<file path="config.mk">
export PLATFORM = sky130hd
export DESIGN_NAME = hazard_ctrl_flat
export DESIGN_NICKNAME = d
export VERILOG_FILES = /design/src/rtl/hazard_ctrl_if.sv /design/src/rtl/hazard_ctrl.sv /design/src/flat_wrapper.sv
export SDC_FILE = /design/constraint.sdc
export NUM_CORES = 1
export LEC_CHECK = 0
export ABC_AREA = 1
export CAP_MARGIN = 40
export CORE_UTILIZATION = 35
export DETAILED_ROUTE_END_ITERATION = 8
export PLACE_DENSITY = 0.72
export SLEW_MARGIN = 30
export SYNTH_ARGS = -nofsm -noshare
export SYNTH_HDL_FRONTEND = slang
export SYNTH_SLANG_ARGS = --single-unit
</file>
<file path="constraint.sdc">
create_clock -name clk -period 2.6 [get_ports clk]
set_input_delay 0.78 -clock clk [delete_from_list [all_inputs] [get_ports clk]]
set_output_delay 0.78 -clock clk [all_outputs]
set_load 0.005 [all_outputs]
</file>
<file path="src/rtl/hazard_ctrl_if.sv">
// Pipeline-to-hazard-unit bundle: ID/EX/MEM operand info in, stall/flush controls out.
// The pipeline side uses the master modport and hazard_ctrl uses the slave modport.
interface hazard_ctrl_if #(
  parameter int CNT_W = 16
);
  logic [4:0]       IFID_rs;
  logic [4:0]       IFID_rt;
  logic             IFID_usert;
  logic [2:0]       IFID_pcsrc;
  logic             br_taken;
  logic             IDEX_memrd;
  logic             IDEX_regwr;
  logic [4:0]       IDEX_rd;
  logic             IDEX_mdstart;
  logic             EXMEM_memrd;
  logic [4:0]       EXMEM_rd;
  logic             pc_wr;
  logic             IFID_wr;
  logic             IFID_flush;
  logic             IDEX_wr;
  logic             IDEX_flush;
  logic             EXMEM_flush;
  logic             md_busy;
  logic [CNT_W-1:0] stall_cnt;

  modport master (
    output IFID_rs, IFID_rt, IFID_usert, IFID_pcsrc, br_taken,
    output IDEX_memrd, IDEX_regwr, IDEX_rd, IDEX_mdstart,
    output EXMEM_memrd, EXMEM_rd,
    input  pc_wr, IFID_wr, IFID_flush, IDEX_wr, IDEX_flush, EXMEM_flush,
    input  md_busy, stall_cnt
  );

  modport slave (
    input  IFID_rs, IFID_rt, IFID_usert, IFID_pcsrc, br_taken,
    input  IDEX_memrd, IDEX_regwr, IDEX_rd, IDEX_mdstart,
    input  EXMEM_memrd, EXMEM_rd,
    output pc_wr, IFID_wr, IFID_flush, IDEX_wr, IDEX_flush, EXMEM_flush,
    output md_busy, stall_cnt
  );
endinterface

</file>
<file path="src/rtl/hazard_ctrl.sv">
// Hazard/stall sequencer for the 5-stage MIPS core: load-use and branch-operand
// bubbles, mul/div EX occupancy, control-transfer flushes and a stall counter.
module hazard_ctrl #(
  parameter int MD_LAT = 4,
  parameter int CNT_W  = 16
) (
  input logic          clk,
  input logic          reset,
  hazard_ctrl_if.slave hz
);

  typedef enum logic [0:0] {RUN = 1'b0, MD_WAIT = 1'b1} state_t;

  state_t           state_r;
  logic [3:0]       md_left_r;
  logic [CNT_W-1:0] stall_cnt_r;

  logic ctl_s, taken_s, src_ex_s, cmp_ex_s, cmp_mem_s, lu_s, bh_s, stall_s;
  logic pc_wr_s, IFID_wr_s, IFID_flush_s, IDEX_wr_s, IDEX_flush_s, EXMEM_flush_s, md_busy_s;

  // Decode the ID control-transfer type; unknown encodings fall to sequential.
  always_comb begin
    ctl_s   = 1'b0;
    taken_s = 1'b0;
    case (hz.IFID_pcsrc)
      3'b001: begin
        ctl_s   = 1'b1;
        taken_s = hz.br_taken;
      end
      3'b011: begin
        ctl_s   = 1'b1;
        taken_s = 1'b1;
      end
      3'b010: begin
        ctl_s   = 1'b0;
        taken_s = 1'b1;
      end
      default: begin
        ctl_s   = 1'b0;
        taken_s = 1'b0;
      end
    endcase
  end

  assign src_ex_s  = (hz.IDEX_rd != 5'd0) &&
                     ((hz.IDEX_rd == hz.IFID_rs) || (hz.IFID_usert && (hz.IDEX_rd == hz.IFID_rt)));
  assign cmp_ex_s  = (hz.IDEX_rd != 5'd0) &&
                     ((hz.IDEX_rd == hz.IFID_rs) || (hz.IDEX_rd == hz.IFID_rt));
  assign cmp_mem_s = (hz.EXMEM_rd != 5'd0) &&
                     ((hz.EXMEM_rd == hz.IFID_rs) || (hz.EXMEM_rd == hz.IFID_rt));
  assign lu_s      = hz.IDEX_memrd && src_ex_s;
  assign bh_s      = ctl_s && ((hz.IDEX_regwr && cmp_ex_s) || (hz.EXMEM_memrd && cmp_mem_s));
  assign stall_s   = lu_s || bh_s;

  // Pipeline enables/flushes; mul/div occupancy outranks hazards, hazards outrank flushes.
  always_comb begin
    pc_wr_s       = 1'b1;
    IFID_wr_s     = 1'b1;
    IFID_flush_s  = 1'b0;
    IDEX_wr_s     = 1'b1;
    IDEX_flush_s  = 1'b0;
    EXMEM_flush_s = 1'b0;
    md_busy_s     = 1'b0;
    if (reset) begin
      md_busy_s = 1'b0;
    end else if ((state_r == MD_WAIT) || hz.IDEX_mdstart) begin
      pc_wr_s       = 1'b0;
      IFID_wr_s     = 1'b0;
      IDEX_wr_s     = 1'b0;
      EXMEM_flush_s = 1'b1;
      md_busy_s     = 1'b1;
    end else if (stall_s) begin
      pc_wr_s      = 1'b0;
      IFID_wr_s    = 1'b0;
      IDEX_flush_s = 1'b1;
    end else if (taken_s) begin
      IFID_flush_s = 1'b1;
    end else begin
      IFID_flush_s = 1'b0;
    end
  end

  // FSM, mul/div countdown and saturating stall counter.
  always_ff @(posedge clk) begin
    if (reset) begin
      state_r     <= RUN;
      md_left_r   <= 4'd0;
      stall_cnt_r <= {CNT_W{1'b0}};
    end else begin
      if (!pc_wr_s && (stall_cnt_r != {CNT_W{1'b1}})) begin
        stall_cnt_r <= stall_cnt_r + {{(CNT_W-1){1'b0}}, 1'b1};
      end else begin
        stall_cnt_r <= stall_cnt_r;
      end
      case (state_r)
        RUN: begin
          if (hz.IDEX_mdstart) begin
            state_r   <= MD_WAIT;
            md_left_r <= 4'(MD_LAT - 1);
          end else begin
            state_r   <= RUN;
            md_left_r <= 4'd0;
          end
        end
        MD_WAIT: begin
          // <= 1 rather than == 1 so a corrupted zero count cannot trap the FSM.
          if (md_left_r <= 4'd1) begin
            state_r   <= RUN;
            md_left_r <= 4'd0;
          end else begin
            state_r   <= MD_WAIT;
            md_left_r <= md_left_r - 4'd1;
          end
        end
        default: begin
          state_r   <= RUN;
          md_left_r <= 4'd0;
        end
      endcase
    end
  end

  assign hz.pc_wr       = pc_wr_s;
  assign hz.IFID_wr     = IFID_wr_s;
  assign hz.IFID_flush  = IFID_flush_s;
  assign hz.IDEX_wr     = IDEX_wr_s;
  assign hz.IDEX_flush  = IDEX_flush_s;
  assign hz.EXMEM_flush = EXMEM_flush_s;
  assign hz.md_busy     = md_busy_s;
  assign hz.stall_cnt   = stall_cnt_r;

endmodule

</file>
<file path="src/flat_wrapper.sv">
// flat-port wrapper written by rule: the top's interface ports become plain ports
module hazard_ctrl_flat 
#(
  parameter int MD_LAT = 4,
  parameter int CNT_W  = 16
)
  (clk, reset, hz_IFID_rs, hz_IFID_rt, hz_IFID_usert, hz_IFID_pcsrc, hz_br_taken, hz_IDEX_memrd, hz_IDEX_regwr, hz_IDEX_rd, hz_IDEX_mdstart, hz_EXMEM_memrd, hz_EXMEM_rd, hz_pc_wr, hz_IFID_wr, hz_IFID_flush, hz_IDEX_wr, hz_IDEX_flush, hz_EXMEM_flush, hz_md_busy, hz_stall_cnt);
  hazard_ctrl_if #(.CNT_W(CNT_W)) hz_i ();
  input logic clk;
  input logic reset;
  input wire logic [$bits(hz_i.IFID_rs)-1:0] hz_IFID_rs;
  input wire logic [$bits(hz_i.IFID_rt)-1:0] hz_IFID_rt;
  input wire logic [$bits(hz_i.IFID_usert)-1:0] hz_IFID_usert;
  input wire logic [$bits(hz_i.IFID_pcsrc)-1:0] hz_IFID_pcsrc;
  input wire logic [$bits(hz_i.br_taken)-1:0] hz_br_taken;
  input wire logic [$bits(hz_i.IDEX_memrd)-1:0] hz_IDEX_memrd;
  input wire logic [$bits(hz_i.IDEX_regwr)-1:0] hz_IDEX_regwr;
  input wire logic [$bits(hz_i.IDEX_rd)-1:0] hz_IDEX_rd;
  input wire logic [$bits(hz_i.IDEX_mdstart)-1:0] hz_IDEX_mdstart;
  input wire logic [$bits(hz_i.EXMEM_memrd)-1:0] hz_EXMEM_memrd;
  input wire logic [$bits(hz_i.EXMEM_rd)-1:0] hz_EXMEM_rd;
  output wire logic [$bits(hz_i.pc_wr)-1:0] hz_pc_wr;
  output wire logic [$bits(hz_i.IFID_wr)-1:0] hz_IFID_wr;
  output wire logic [$bits(hz_i.IFID_flush)-1:0] hz_IFID_flush;
  output wire logic [$bits(hz_i.IDEX_wr)-1:0] hz_IDEX_wr;
  output wire logic [$bits(hz_i.IDEX_flush)-1:0] hz_IDEX_flush;
  output wire logic [$bits(hz_i.EXMEM_flush)-1:0] hz_EXMEM_flush;
  output wire logic [$bits(hz_i.md_busy)-1:0] hz_md_busy;
  output wire logic [$bits(hz_i.stall_cnt)-1:0] hz_stall_cnt;
  assign hz_i.IFID_rs = hz_IFID_rs;
  assign hz_i.IFID_rt = hz_IFID_rt;
  assign hz_i.IFID_usert = hz_IFID_usert;
  assign hz_i.IFID_pcsrc = hz_IFID_pcsrc;
  assign hz_i.br_taken = hz_br_taken;
  assign hz_i.IDEX_memrd = hz_IDEX_memrd;
  assign hz_i.IDEX_regwr = hz_IDEX_regwr;
  assign hz_i.IDEX_rd = hz_IDEX_rd;
  assign hz_i.IDEX_mdstart = hz_IDEX_mdstart;
  assign hz_i.EXMEM_memrd = hz_EXMEM_memrd;
  assign hz_i.EXMEM_rd = hz_EXMEM_rd;
  assign hz_pc_wr = hz_i.pc_wr;
  assign hz_IFID_wr = hz_i.IFID_wr;
  assign hz_IFID_flush = hz_i.IFID_flush;
  assign hz_IDEX_wr = hz_i.IDEX_wr;
  assign hz_IDEX_flush = hz_i.IDEX_flush;
  assign hz_EXMEM_flush = hz_i.EXMEM_flush;
  assign hz_md_busy = hz_i.md_busy;
  assign hz_stall_cnt = hz_i.stall_cnt;
  hazard_ctrl #(.MD_LAT(MD_LAT), .CNT_W(CNT_W)) u_core (.clk(clk), .reset(reset), .hz(hz_i));
endmodule
</file>
Word level (Yosys, flattened, before mapping)

Index checks and enable logic that the tools add are counted.

Register bits: 21

Add/sub/neg operators: 2
Order comparisons: 1
Eq/ne operators: 8
Multiplexer cells: 22
Bitwise logic cells: 1
Reduce and logical (&&, ||, !) cells: 20

Operators by type and width:

| kind                    | count |
|---|---|
| $eq A5 B5 Y1            | 4 |
| $mux W1                 | 17 |
| $add A16 B1 Y16 const B | 1 |
| $ne A16 B16 Y1 const B  | 1 |
| $reduce_bool A5 Y1      | 2 |
| $logic_and A1 B1 Y1     | 9 |
| $pmux W4 S2             | 1 |
| $eq A3 B2 Y1 const B    | 2 |
| $logic_or A1 B1 Y1      | 6 |
| $le A4 B1 Y1 const B    | 1 |
| $mux W4                 | 1 |
| $pmux W1 S2             | 2 |
| $reduce_or A2 Y1        | 2 |
| $sub A4 B1 Y4 const B   | 1 |
| $eq A3 B1 Y1 const B    | 1 |
| $mux W2                 | 1 |
| $logic_not A1 Y1        | 1 |
| $not A1 Y1              | 1 |

Logic depth before layout (Yosys ltp)

Depth in word-level cells: 12
Mapped depth: 15

Worst setup path before layout

No wires, ideal clock.

Path kind: input -> output
Start: in hz_IDEX_rd[1]
End: out hz_pc_wr
Data arrival time: 1.835 ns
Data required time: 1.820 ns
Setup slack: -0.015 ns
Cell stages on the path: 12
Path buffers: 3
Path through: xor2_1 -> nor2_1 -> nand3_1 -> nand2_1 -> nand2_1 -> nand2_1 -> nand2_1 -> nand3_2 -> buf_6 -> buf_6 -> nand2_1 -> buf_4

Longest elaborated chain between the ends: 10
Elaborated cells between the ends (all ways): 16
Classes of those cells: eq/ne (2); mux (3); reduce/logical (11)

RTL lines:

| element                 | RTL line                             | text |
|---|---|---|
| start, declared         | flat_wrapper.sv:18                   | `input wire logic [$bits(hz_i.IDEX_rd)-1:0] hz_IDEX_rd;` |
| $eq A5 B5 Y1            | hazard_ctrl.sv:46, hazard_ctrl.sv:48 |  |
| $logic_or A1 B1 Y1      | hazard_ctrl.sv:48                    | `((hz.IDEX_rd == hz.IFID_rs) \|\| (hz.IDEX_rd == hz.IFID_rt));` |
| $logic_and A1 B1 Y1     | hazard_ctrl.sv:47                    | `assign cmp_ex_s = (hz.IDEX_rd != 5'd0) &&` |
| $logic_and A1 B1 Y1     | hazard_ctrl.sv:52                    | `assign bh_s = ctl_s && ((hz.IDEX_regwr && cmp_ex_s) \|\| (hz.EXMEM_memrd && cmp_mem_s));` |
| $logic_or A1 B1 Y1      | hazard_ctrl.sv:52                    |  |
| $logic_and A1 B1 Y1     | hazard_ctrl.sv:52                    |  |
| $logic_or A1 B1 Y1 *    | hazard_ctrl.sv:53                    | `assign stall_s = lu_s \|\| bh_s;` |
| $mux W1 * (3 in series) | n/a                                  |  |
| end, declared           | flat_wrapper.sv:22                   | `output wire logic [$bits(hz_i.pc_wr)-1:0] hz_pc_wr;` |

Every way passes the cells marked *; elsewhere a longest branch is shown, timed or not.

Worst setup path after layout

Start: in hz_IFID_rs[1]
End: out hz_pc_wr

Longest elaborated chain between the ends: 10
Elaborated cells between the ends (all ways): 17
Classes of those cells: eq/ne (2); mux (3); reduce/logical (12)

RTL lines:

| element                                | RTL line                                                | text |
|---|---|---|
| start, declared                        | flat_wrapper.sv:11                                      | `input wire logic [$bits(hz_i.IFID_rs)-1:0] hz_IFID_rs;` |
| $eq A5 B5 Y1 (on tied branches)        | hazard_ctrl.sv:46, hazard_ctrl.sv:48, hazard_ctrl.sv:50 |  |
| $logic_or A1 B1 Y1 (on tied branches)  | hazard_ctrl.sv:48, hazard_ctrl.sv:50                    |  |
| $logic_and A1 B1 Y1 (on tied branches) | hazard_ctrl.sv:47, hazard_ctrl.sv:49                    |  |
| $logic_and A1 B1 Y1                    | hazard_ctrl.sv:52                                       |  |
| $logic_or A1 B1 Y1                     | hazard_ctrl.sv:52                                       |  |
| $logic_and A1 B1 Y1                    | hazard_ctrl.sv:52                                       |  |
| $logic_or A1 B1 Y1 *                   | hazard_ctrl.sv:53                                       |  |
| $mux W1 *                              | hazard_ctrl.sv:72                                       | `end else if (stall_s) begin` |
| $mux W1 *                              | hazard_ctrl.sv:66                                       | `end else if ((state_r == MD_WAIT) \|\| hz.IDEX_mdstart) begin` |
| $mux W1 *                              | hazard_ctrl.sv:64                                       | `if (reset) begin` |

Marked as above.

==> impl_metrics.toml <==
[logic_synthesis]
synth_area_leaders = "dfxtp_1 26%, nand2_1 21%, inv_1 11%, nor2_1 10%, nand3_1 6.2%"
syn-num-nets = 316
syn_area_per_cell_sq_um = 5.71
yosysSeqAreaShare_pct = 26.1
synth_seq_cells = 21
synth_top_area_share_pct = 26.1
yosysUniqueCellTypes = 30
syn_area_sq_mm = 0.00161
yosys_warnings = 0
synth_cells = 282
synth_top_area_cell = "dfxtp_1"

[worst_setup_path]
critPathSlowestCell = "xor2_2"
critPathCaptureType = "output pin"
path_cells = "buf_8 > xor2_2 > nor2_1 > nand3_1 > nand2_1 > nand2_1 > nand2_1 > nand2_2 > nand3_2 > buf_6 > nand2_4 > buf_6"
crit_type = "input port to output pin"
slowest_delay_ps = 160
cp.required_ps = 1820
cp_common_cell = "nand2_1"
path_max_fanout = 3
start_kind = "input port"
critical_path_arrival_ps = 1910

[place]
place_congestion = 0.835
portBuffers = 53
dp_hpwl_um = 3130
dp.cells = 390

[clocking]
clk_path_buf_depth = 2
clock-root-buffer = "clkbuf_8"
cts-buffers-inserted = 3
htreeDepth = 1
clk_latency_ps = 260
clkTransAtPathRegs_ps = 80
cts_sinks = 21
cts_tree = "built"

[power_and_ir_drop]
finalPower_mw = 0.760
sw_frac_of_total_pct = 28.9
pwr-share-comb_pct = 26.3
clockPowerShare_pct = 29.0
ir_drop_uv = 237
power.leakage_nw = 1.18
p_seq_share_pct = 44.6
power_density_mw_per_mm2 = 333
internal_power_mw = 0.540
p_sw_mw = 0.220

[floorplanning]
coreArea_sq_mm = 0.00438
initial_core_util_pct = 36.7
die_w_um = 69.8
die_area_sq_mm = 0.00488
fp.dieH_um = 69.8
rows = 24
io_pins = 54

[layout]
area_delta_synth_final_pct = 41.9
num-nets-final = 379
diodes = 0
instances_no_fill = 396
drive_above_1_share_pct = 18.6
layout_commonest_cell = "nand2_1"
layout_common_cells = "90 x nand2_1, 43 x inv_1, 42 x nor2_1"

[routing]
drt_iter0_drc = 121
drt-wirelength-per-cell_um = 9.78
viasPerCell = 4.56
drtAntennaViolNets = 0
route.detailed.drc = 0
dr.pass1.iters = 4
vias = 1807
wl_um = 3870

[sta]
slew_viol_final = 0
period_minus_slack_ps = 2690
skew_ps = 2.03
maxClockFrequency_ghz = 0.372
hold_viol = 0
tightest_slew_ps = 443
finalCritPeriodShare_pct = 103
setup_slack_ps = -86.3
max_slew_margin_pct = 70.1
grt_setup_unrepaired = "yes"
final-setup-viol-count = 4

[global_routing]
grt.overflow.total = 0
first_global_vias = 1698
grt_start_max_net_pins = 28
antenna_found_initial = 0
grt_pass1_wl_um = 6820
grt_usage_pct = 17.1

[status]
violations = "setup timing"
status = "finished, violations left"

[flow_run]
cap_violations = 0

[worst_hold_path]
worst_hold_path_type = "flop to flop"
## worst max-delay path, delay by kind of cell
family | cells | cell delay [ps]
buffers and inverters | 3 | 320
and+or+nand+nor | 8 | 640
xor gates and xnor gates | 1 | 160
## metrics by stage
step	hold WS [ps]	instance area (sq um)	setup slack, ps	setup TNS (ps)	utilization (%)
2_1_floorplan	459	1620	8.82	0	-
4_1_cts	500	2260	-84.9	-279	51.7
3_5_place_dp	479	2230	-891	-6900	50.9
5_1_grt	530	2280	-211	-737	52.1
3_3_place_gp	475	2230	-838	-6280	50.9
6_report	500	2280	-86.3	-268	52.1
## cells in the mapped netlist
| library cell | n |
|---|---|
| inv_2 | 3 |
| nor3_2 | 1 |
| nand3_2 | 2 |
| nand2_1 | 92 |
| ha_1 | 3 |
| o21ai_0 | 3 |
| nand2_2 | 2 |
| o21ai_1 | 1 |
| nor2_2 | 1 |
| dfxtp_1 | 21 |
| o311ai_0 | 1 |
| inv_1 | 47 |
| nor3b_1 | 2 |
| xor2_1 | 1 |
| nor4_2 | 1 |
| buf_4 | 2 |
| xnor2_1 | 5 |
| o21a_1 | 1 |
| nand4_1 | 5 |
| a21oi_1 | 10 |
| clkbuf_1 | 2 |
| nor2_1 | 45 |
| nand3b_1 | 1 |
| nor4_1 | 3 |
| nor3_1 | 2 |
| nor2_4 | 1 |
| and3_1 | 1 |
| nand3_1 | 20 |
| buf_2 | 1 |
| buf_6 | 2 |
## layout make-up
cell class	instances	area, sq um
multi-input combinational	204	1000
clock inverter	1	5.00
clock buffer	3	41.3
inverter	50	188
tap	52	65.1
fill	463	2100
timing repair buffer	65	561
sequential	21	420
## repair_timing
action,CTS,global route
gates resized for setup,126,4
buffers inserted,1,0
hold buffers,0,0
pin swaps,27,2
setup endpoints to repair,7,5
## per-layer routing
metal | vias up | track usage, % | share of wire (%)
li1 | 985 | - | -
met1 | 782 | 21.0 | 47
met2 | 36 | 29.7 | 48
met3 | 4 | 3.05 | 4.0
met4 | 0 | 5.78 | 1.2
met5 | - | 0 | 0
## state kept, by name, summed over array words and instances (netlist names)
| name | cells |
|---|---|
| u_core.hz.stall_cnt | 16 |
| u_core.md_left_r | 4 |
| u_core.state_r | 1 |
## final timing paths
path                                             start                       to  slack [ps]  cells after the start
worst min-delay path               u_core.md_left_r[3]      u_core.md_left_r[3]         500                      1
worst max register to register  u_core.hz.stall_cnt[0]  u_core.hz.stall_cnt[11]         790                     14
worst min register to register     u_core.md_left_r[3]      u_core.md_left_r[3]         500                      1
worst max-delay path                     hz_IFID_rs[1]                 hz_pc_wr         -90                     12
## kinds of logic (layout without fill, tap and decap cells)
| kind of cell | after synthesis | after routing | synth area share [%] |
|---|---|---|---|
| xor+xnor | 6 | 6 | 3.26 |
| simple gates | 179 | 179 | 48.2 |
| buf+inv | 57 | 119 | 14.8 |
| fa+ha+maj | 3 | 3 | 2.33 |
| flops | 21 | 21 | 26.1 |
| compound gates | 16 | 16 | 5.36 |
## power groups by stage
stage	combinational [mW]	clock [mW]	sequential [mW]
2_1_floorplan	0.101	0	0.346
3_3_place_gp	0.196	0	0.347
3_5_place_dp	0.198	0	0.347
4_1_cts	0.199	0.228	0.339
5_1_grt	0.225	0.242	0.341
6_report	0.200	0.221	0.339
(Power assumes the default switching activity.)
